==> config.mk <==
export PLATFORM = sky130hd
export DESIGN_NAME = store_queue
export DESIGN_NICKNAME = d
export VERILOG_FILES = /design/src/rtl/store_queue.sv
export SDC_FILE = /design/constraint.sdc
export NUM_CORES = 1
export LEC_CHECK = 0
export CORE_MARGIN = 3
export CORE_UTILIZATION = 40
export DETAILED_ROUTE_END_ITERATION = 16
export DONT_BUFFER_PORTS = 1
export PLACE_DENSITY_LB_ADDON = 0.05
export SLEW_MARGIN = 5
export SYNTH_ARGS = -nofsm -noshare
export SYNTH_HDL_FRONTEND = slang
export SYNTH_SLANG_ARGS = --single-unit
==> constraint.sdc <==
create_clock -name clk -period 5.5 [get_ports clk]
set_input_delay 0.55 -clock clk [delete_from_list [all_inputs] [get_ports clk]]
set_output_delay 0.55 -clock clk [all_outputs]
set_load 0.01 [all_outputs]
==> src/rtl/store_queue.sv <==
// store_queue: in-order store buffer between the store packer and the data memory write port.
// Latency: a store accepted in cycle N is presented on mem_* in cycle N+1 at the earliest.
// Backpressure: st_ready drops when full or while a fence drains; mem_* holds while mem_ready is low.
//
// Optional feature macro: STORE_FWD_EN
//   defined   -> loads forward pending store bytes (youngest match per byte), ld_conflict = 0
//   undefined -> ld_data = 0, ld_conflict = |ld_mask (load stalls until matching stores drain)
//
// Ports:
//   clk, rst_n                  clock (rising edge), asynchronous active-low reset
//   st_valid/st_ready           store offer handshake; st_addr/st_data/st_we carry the store
//   fence                       blocks new stores until every pending store has retired
//   ld_addr -> ld_mask/ld_data  combinational lookup of pending bytes for a load word address
//   ld_conflict                 load must stall
//   mem_valid/mem_ready         drain handshake; mem_addr/mem_din/mem_we carry the head entry
//   empty, count                occupancy status

module store_queue #(
    parameter int DEPTH  = 4,
    parameter int ADDR_W = 14,
    parameter int DATA_W = 32
) (
    input  logic                     clk,
    input  logic                     rst_n,
    // store side
    input  logic                     st_valid,
    output logic                     st_ready,
    input  logic [ADDR_W-1:0]        st_addr,
    input  logic [DATA_W-1:0]        st_data,
    input  logic [DATA_W/8-1:0]      st_we,
    input  logic                     fence,
    // load lookup
    input  logic [ADDR_W-1:0]        ld_addr,
    output logic [DATA_W/8-1:0]      ld_mask,
    output logic [DATA_W-1:0]        ld_data,
    output logic                     ld_conflict,
    // drain to memory
    output logic                     mem_valid,
    input  logic                     mem_ready,
    output logic [ADDR_W-1:0]        mem_addr,
    output logic [DATA_W-1:0]        mem_din,
    output logic [DATA_W/8-1:0]      mem_we,
    // status
    output logic                     empty,
    output logic [$clog2(DEPTH):0]   count
);

    localparam int NB    = DATA_W / 8;
    localparam int PTR_W = $clog2(DEPTH);
    localparam int CNT_W = PTR_W + 1;

    // ------------------------------------------------------------------
    // State
    // ------------------------------------------------------------------
    logic [PTR_W-1:0]  head_q, head_d;
    logic [PTR_W-1:0]  tail_q, tail_d;
    logic [CNT_W-1:0]  count_q, count_d;
    logic              fence_hold_q, fence_hold_d;

    logic [ADDR_W-1:0] ent_addr_q [DEPTH];
    logic [ADDR_W-1:0] ent_addr_d [DEPTH];
    logic [DATA_W-1:0] ent_data_q [DEPTH];
    logic [DATA_W-1:0] ent_data_d [DEPTH];
    logic [NB-1:0]     ent_we_q   [DEPTH];
    logic [NB-1:0]     ent_we_d   [DEPTH];

    logic              hold_now;
    logic              st_fire;
    logic              enq;
    logic              deq;

    // ------------------------------------------------------------------
    // Handshakes and pointer/count update
    // ------------------------------------------------------------------
    always_comb begin
        // A fence raised against a non-empty buffer blocks in the same
        // cycle; the registered hold keeps blocking after fence drops.
        hold_now  = fence_hold_q | (fence & (count_q != '0));

        // No same-cycle bypass: a full buffer refuses even if the head
        // retires this cycle.
        st_ready  = (count_q < CNT_W'(DEPTH)) & ~hold_now;
        mem_valid = (count_q != '0);

        st_fire   = st_valid & st_ready;
        // Stores with no byte enables are accepted but leave no entry.
        enq       = st_fire & (|st_we);
        deq       = mem_valid & mem_ready;

        head_d    = deq ? head_q + PTR_W'(1) : head_q;
        tail_d    = enq ? tail_q + PTR_W'(1) : tail_q;

        count_d   = count_q;
        case ({enq, deq})
            2'b10:   count_d = count_q + CNT_W'(1);
            2'b01:   count_d = count_q - CNT_W'(1);
            default: count_d = count_q;
        endcase

        // Hold releases in the same cycle the buffer reaches empty, so a
        // store held behind the fence is accepted as soon as empty = 1.
        fence_hold_d = hold_now & (count_d != '0);
    end

    // ------------------------------------------------------------------
    // Entry storage
    // ------------------------------------------------------------------
    always_comb begin
        ent_addr_d = ent_addr_q;
        ent_data_d = ent_data_q;
        ent_we_d   = ent_we_q;
        if (enq) begin
            ent_addr_d[tail_q] = st_addr;
            ent_data_d[tail_q] = st_data;
            ent_we_d[tail_q]   = st_we;
        end
    end

    always_ff @(posedge clk or negedge rst_n) begin
        if (!rst_n) begin
            head_q       <= '0;
            tail_q       <= '0;
            count_q      <= '0;
            fence_hold_q <= 1'b0;
            for (int i = 0; i < DEPTH; i++) begin
                ent_addr_q[i] <= '0;
                ent_data_q[i] <= '0;
                ent_we_q[i]   <= '0;
            end
        end else begin
            head_q       <= head_d;
            tail_q       <= tail_d;
            count_q      <= count_d;
            fence_hold_q <= fence_hold_d;
            ent_addr_q   <= ent_addr_d;
            ent_data_q   <= ent_data_d;
            ent_we_q     <= ent_we_d;
        end
    end

    // ------------------------------------------------------------------
    // Drain port and status
    // ------------------------------------------------------------------
    assign mem_addr = ent_addr_q[head_q];
    assign mem_din  = ent_data_q[head_q];
    assign mem_we   = ent_we_q[head_q];
    assign empty    = (count_q == '0);
    assign count    = count_q;

    // ------------------------------------------------------------------
    // Load lookup over registered entries only. Entries are walked from
    // oldest (head) to youngest so later matches overwrite earlier bytes,
    // leaving the youngest store's byte in each lane.
    // ------------------------------------------------------------------
    logic [PTR_W-1:0]  idx;
`ifdef STORE_FWD_EN
    logic [DATA_W-1:0] fwd_data;
`endif

    always_comb begin
        ld_mask  = '0;
        idx      = '0;
`ifdef STORE_FWD_EN
        fwd_data = '0;
`endif
        for (int k = 0; k < DEPTH; k++) begin
            idx = head_q + PTR_W'(k);
            if ((CNT_W'(k) < count_q) && (ent_addr_q[idx] == ld_addr)) begin
                ld_mask = ld_mask | ent_we_q[idx];
`ifdef STORE_FWD_EN
                for (int b = 0; b < NB; b++) begin
                    if (ent_we_q[idx][b]) begin
                        fwd_data[8*b +: 8] = ent_data_q[idx][8*b +: 8];
                    end
                end
`endif
            end
        end
    end

`ifdef STORE_FWD_EN
    assign ld_data     = fwd_data;
    assign ld_conflict = 1'b0;
`else
    assign ld_data     = '0;
    assign ld_conflict = |ld_mask;
`endif

endmodule

==> flow_summary.yaml, run 1 <==
run_status:
  status: "finished, final reports clean"
timing:
  worst_pin_slew_ps: 1110
  hold_viol: 0
  whs_ps: 24.3
  skew_ps: 6.56
  period_needed_ps: 4740
  maxSlewViolCount: 0
  setup_viol: 0
  fin_tns_setup_ps: 0
  max_clock_freq_mhz: 211
  setup_ws_ps: 756
  rsz0062_at_grt: "no"
  post-route-period-util: 0.863
  slew_headroom: 0.260
logic_synthesis:
  synthArstFlopShare: 1.00
  netlist.area_leader.share: 0.441
  syn_inst: 866
  synth_largest_area_cell: "dfrtp_1"
  ys_top_cells_by_count: "215 x mux2_2, 208 x dfrtp_1, 57 x mux2i_1, 55 x mux4_2, 48 x xnor2_1"
  syn_area_mm2: 0.0118
  synth_seq_cells: 208
  yosysSeqAreaShare: 0.441
  synthDistinctLibCells: 61
  ys_top_cells_by_area: "dfrtp_1 44%, mux2_2 21%, mux4_2 11%"
  yosysMostFrequentCell: "mux2_2"
  synth_edf_count: 0
  synth_warnings: 0
  synth_area_per_cell_um2: 13.6
  ys.flop_type: "dfrtp_1"
worst_setup_path:
  cp_max_fo: 47
  path_class: "reg2out"
  critPathRequiredTime_ps: 4950
  critPathArrivalTime_ps: 4190
  cp_cell_sequence: "buf_4, mux4_2, xnor2_1, nand3_1, a2111oi_4, a31oi_1, o21ai_0, o2bb2ai_1, or4_1"
  startpoint_type: "register"
  cp_slowest_cell: "dfrtp_4"
  cp-end-kind: "primary output"
  cpPeakStageDelay_ps: 920
power_and_ir_drop:
  clkPwrFrac: 0.188
  ir_worst_vdd_mv: 0.324
  combPwrFrac: 0.482
  power_density_mw_per_mm2: 701
  power.total_mw: 8.95
  power.switching_mw: 3.42
  internal_power_mw: 5.53
  p_sw_frac: 0.382
  pwr-share-seq: 0.330
  p_leak_nw: 5.31
finish:
  post-route-cell-area_mm2: 0.0128
  syn2layout_area_growth_pct: 8.29
  final_util: 0.443
  drive_above_1_share: 0.399
  nets: 921
  diodes: 0
  instances_no_fill: 1242
grt:
  gr-max-usage-layer: "met2"
  antenna_found_initial: 0
  grt_usage: 0.187
  grt_pass1_vias: 7587
  grt_first_pass_wirelength_um: 45600
  grt_overflow_total: 0
  grt_use_met2: 0.303
  grt_max_degree: 209
  grt_use_met3: 0.0625
  grt_use_met1: 0.243
clock_tree:
  insertion_delay_ps: 530
  cts_buffer_depth: 3
  post-cts-setup-buffers: 0
  cts_resized: 0
  numCtsBuffers: 25
  cts.sinks: 208
  cts_tree: "yes"
  clkTransAtPathRegs_ps: 60
  htreeDepth: 1
  clockRootBuffer: "clkbuf_16"
placement:
  gp_congestion: 0.883
  portBuffers: 0
  placed_cells: 1198
  pre_cts_ws_ps: 1270
  place_hpwl_um: 20100
  placed_cell_area_mm2: 0.0119
worst_hold_path:
  hp-class: "in2async"
floorplanning:
  die_h_um: 178
  die_area_mm2: 0.0316
  die_width_um: 178
  rows: 62
  start_util: 0.409
  io_pins: 162
  core_mm2: 0.0289
routing:
  drt_iter0_markers: 302
  post_drt_wl_per_cell_um: 23.7
  remaining_drc_errors: 0
  drtPass1Iterations: 5
  drt-total-wl_um: 29400
  ant_nets: 0
  via_per_inst: 5.64
  vias: 7006
job:
  cap_violations: 0
## logic make-up after synthesis
| group | synth area share |
|---|---|
| fa+ha+maj | 0.0106 |
| mux | 0.363 |
| buf+inv | 0.0551 |
| xor+xnor | 0.0431 |
| simple gates | 0.0341 |
| flops | 0.441 |
| compound gates | 0.0521 |
| other cells | 0.000318 |
## worst max-delay path, delay by kind of cell (launching register included)
family / cells / cell delay, ps
AO/OA/AOI/OAI: 4 / 1150
XOR/XNOR: 1 / 220
buffers and inverters: 1 / 380
flip-flops: 1 / 920
multiplexers: 1 / 580
AND/OR/NAND/NOR: 2 / 400
## what timing repair did
action | 4_1_cts | 5_1_grt
endpoints found under the setup margin | 0 | 0
hold buffers | 1 | 0
hold endpoints to repair | 208 | 0
## layer usage
metal	vias to the layer above	wire (um)
met5	-	0
met4	0	716
met3	36	2480
met2	193	13800
met1	3678	12400
li1	3099	-
## path summary, 6_finish.rpt
check,startpoint,to,slack [ps],cells past startpoint
worst max-delay path,head_q[1],ld_conflict,760,9
worst min-delay path,rst_n,ent_addr_q[39],20,1
worst max register to register,count[1],ent_addr_q[6],2070,8
worst min register to register,ent_data_q[57],ent_data_q[57],500,1
max in group asynchronous,rst_n,ent_data_q[31],4590,1
min in group clk,st_addr[10],ent_addr_q[52],170,1
## power by group through the flow
stage	registers (mW)	logic (mW)	clock network, mW
2_1_floorplan	2.67	3.71	0
3_3_place_gp	2.91	4.27	0
3_5_place_dp	2.99	4.34	0
4_1_cts	2.96	4.39	1.75
5_1_grt	3.08	4.68	1.82
6_report	2.96	4.31	1.68
## cells in the final DEF, fill, tap and decap left out, types with 3 or more instances in the layout
master     count
conb_1        32
mux2_2       215
o22ai_1        3
buf_4         10
a211oi_1       7
a2111oi_4      3
a21oi_1        6
nor2_1        22
nand2_2        4
dfrtp_1      206
xor2_1        10
nor4_1         3
o221ai_1       3
o21ai_0       16
mux2i_1       57
nand3_1        5
clkbuf_1       7
inv_1         15
a31oi_1        8
nor3_1         8
bufinv_16      3
mux4_2        55
clkbuf_16     25
a221oi_1       7
nand4_1        4
ha_1          10
mux2i_2        4
clkbuf_8       6
nand2_1       14
xnor2_1       48
## area by class of cell
| cell class | count | area (um2) |
|---|---|---|
| sequential | 208 | 5210 |
| clock inverter | 5 | 115 |
| multi-input combinational | 580 | 6060 |
| tap | 384 | 480 |
| timing repair buffer | 11 | 103 |
| inverter | 16 | 60.1 |
| fill | 2636 | 16100 |
| clock buffer | 38 | 734 |
## state kept, by name (all words and copies together), names as in the netlist
name,flops
ent_we_q,16
ent_addr_q,56
tail_q,2
count,3
head_q,2
ent_data_q,128
fence_hold_q,1
Note: power is estimated with default switching activity, not from simulation.
==> run 2, diff against run 1 <==
--- a/config.mk
+++ b/config.mk
@@ -5,10 +5,12 @@
 export SDC_FILE = /design/constraint.sdc
 export NUM_CORES = 1
 export LEC_CHECK = 0
+export CAP_MARGIN = 20
 export CORE_MARGIN = 3
 export CORE_UTILIZATION = 40
 export DETAILED_ROUTE_END_ITERATION = 16
 export DONT_BUFFER_PORTS = 1
+export GPL_TIMING_DRIVEN = 1
 export PLACE_DENSITY_LB_ADDON = 0.05
 export SLEW_MARGIN = 5
 export SYNTH_ARGS = -nofsm -noshare
==> constraint.sdc (replaced) <==
create_clock -name clk -period 5.5 [get_ports clk]
set_input_delay 0.55 -clock clk [delete_from_list [all_inputs] [get_ports clk]]
set_output_delay 0.55 -clock clk [all_outputs]
set_load 0.1 [all_outputs]
==> flow_summary.yaml, run 2 (synthesized netlist as in run 1, its figures left out) <==
routing:
  via_per_inst: 5.65
  post_drt_wl_per_cell_um: 23.7
  drt-total-wl_um: 29900
  remaining_drc_errors: 0
  drt_iter0_markers: 381
  drtPass1Iterations: 5
  ant_nets: 0
  vias: 7147
finish:
  top_regs: "ent_data_q x128, ent_addr_q x56, ent_we_q x16"
  layout_commonest_cell: "mux2_2"
  largest_register_ffs: 128
  diodes: 0
  drive_above_1_share: 0.434
  syn2layout_area_growth_pct: 11.5
  nets: 944
  top_register: "ent_data_q"
  layout_common_cells: "215 x mux2_2, 206 x dfrtp_1, 55 x mux4_2, 50 x mux2i_1, 48 x xnor2_1"
worst_setup_path:
  crit_start: "head_q[0]"
  startpoint_type: "register"
  critPathRequiredTime_ps: 4950
  cp_max_fo: 57
  critical_path.endpoint: "ld_conflict"
  path_class: "reg2out"
  critPathArrivalTime_ps: 4310
  timing.rr.end: "fence_hold_q"
  reg2reg_slack_ps: 1740
  r2r-start: "count[0]"
  reg2reg_depth: 11
  cp-end-kind: "primary output"
timing:
  worst_pin_slew_ps: 1290
  skew_ps: 7.41
  slew_headroom: 0.143
  post-route-period-util: 0.884
  max_clock_freq_mhz: 206
  rsz0062_at_grt: "no"
  setup_viol: 0
  maxSlewViolCount: 0
  hold_viol: 17
  period_needed_ps: 4860
  fin_tns_setup_ps: 0
  whs_ps: -94.4
grt:
  grt_first_pass_wirelength_um: 46600
  grt_max_degree: 209
  antenna_found_initial: 0
  grt_overflow_total: 0
  grt_pass1_vias: 7628
  grt_usage: 0.190
floorplanning:
  die_area_mm2: 0.0316
  rows: 62
  io_pins: 162
  core_mm2: 0.0289
  die_width_um: 178
  die_h_um: 178
  start_util: 0.409
clock_tree:
  cts_resized: 0
  insertion_delay_ps: 540
  cts_buffer_depth: 3
  htreeDepth: 1
  numCtsBuffers: 25
  clockRootBuffer: "clkbuf_16"
  cts.sinks: 208
  cts_tree: "yes"
  clkTransAtPathRegs_ps: 50
placement:
  portBuffers: 0
  place_hpwl_um: 20600
  gp_congestion: 0.893
worst_hold_path:
  hp-class: "in2async"
job:
  cap_violations: 0
run_status:
  violations: "hold timing"
  status: "finished, violations left"
## run 2: changes by cell type in the layout (fill, tap and decap cells not counted), sizes merged
cell,change
buf,+23
inv,+1
clkinv,+1
bufinv,+3
clkbuf,-5
## run 2: worst max-delay path: stages, from the launching register on
cell	delay, ps
dfrtp_4	750
inv_2	820
o21ai_0	230
o32a_1	380
or4_4	540
nor3_4	230
a221oi_1	150
o2bb2ai_2	230
or4_1	200
buf_12	190
## run 2: worst min path at each step
stage | from | end | slack, ps
2_1_floorplan | rst_n | count[0] | 250
3_3_place_gp | rst_n | ent_addr_q[36] | 260
3_5_place_dp | rst_n | ent_addr_q[36] | 260
4_1_cts | st_data[0] | ent_data_q[0] | 120
5_1_grt | st_data[0] | ent_data_q[0] | 120
6_report | rst_n | ent_addr_q[36] | -90
## run 2: layout make-up
type	count	area [um2]
multi-input combinational	580	6180
clock buffer	33	686
inverter	16	60.1
timing repair buffer	34	308
clock inverter	10	223
fill	2583	15700
sequential	208	5210
tap	384	480
## run 2: repair_timing
item | in CTS | in global routing
hold buffers | 1 | 0
endpoints found under the hold margin | 208 | 0
setup buffers | 0 | 0
## run 2: stage by stage
stage                     cell area (um2)  cells   util  worst slack [ps]  hold WS, ps
final                               13200   1265  0.456               640        -94.4
after global routing                13200   1265  0.456               334          122
after CTS                           13200   1265  0.456               593          124
after floorplan                     11900    897      -               178          254
after detailed placement            12200   1221  0.423              1210          260
after global placement              12200   1221  0.423              1310          260
## run 2: per-layer routing
layer / track usage / up-vias / part of all wire
li1: - / 3161 / -
met1: 0.233 / 3752 / 0.40
met2: 0.328 / 193 / 0.50
met3: 0.0563 / 41 / 0.071
met4: 0.0478 / 0 / 0.024
met5: 0 / - / 0
Power of run 2 is not shown: default switching activity piles up to over one toggle a cycle in this logic, so the estimate is an artifact.
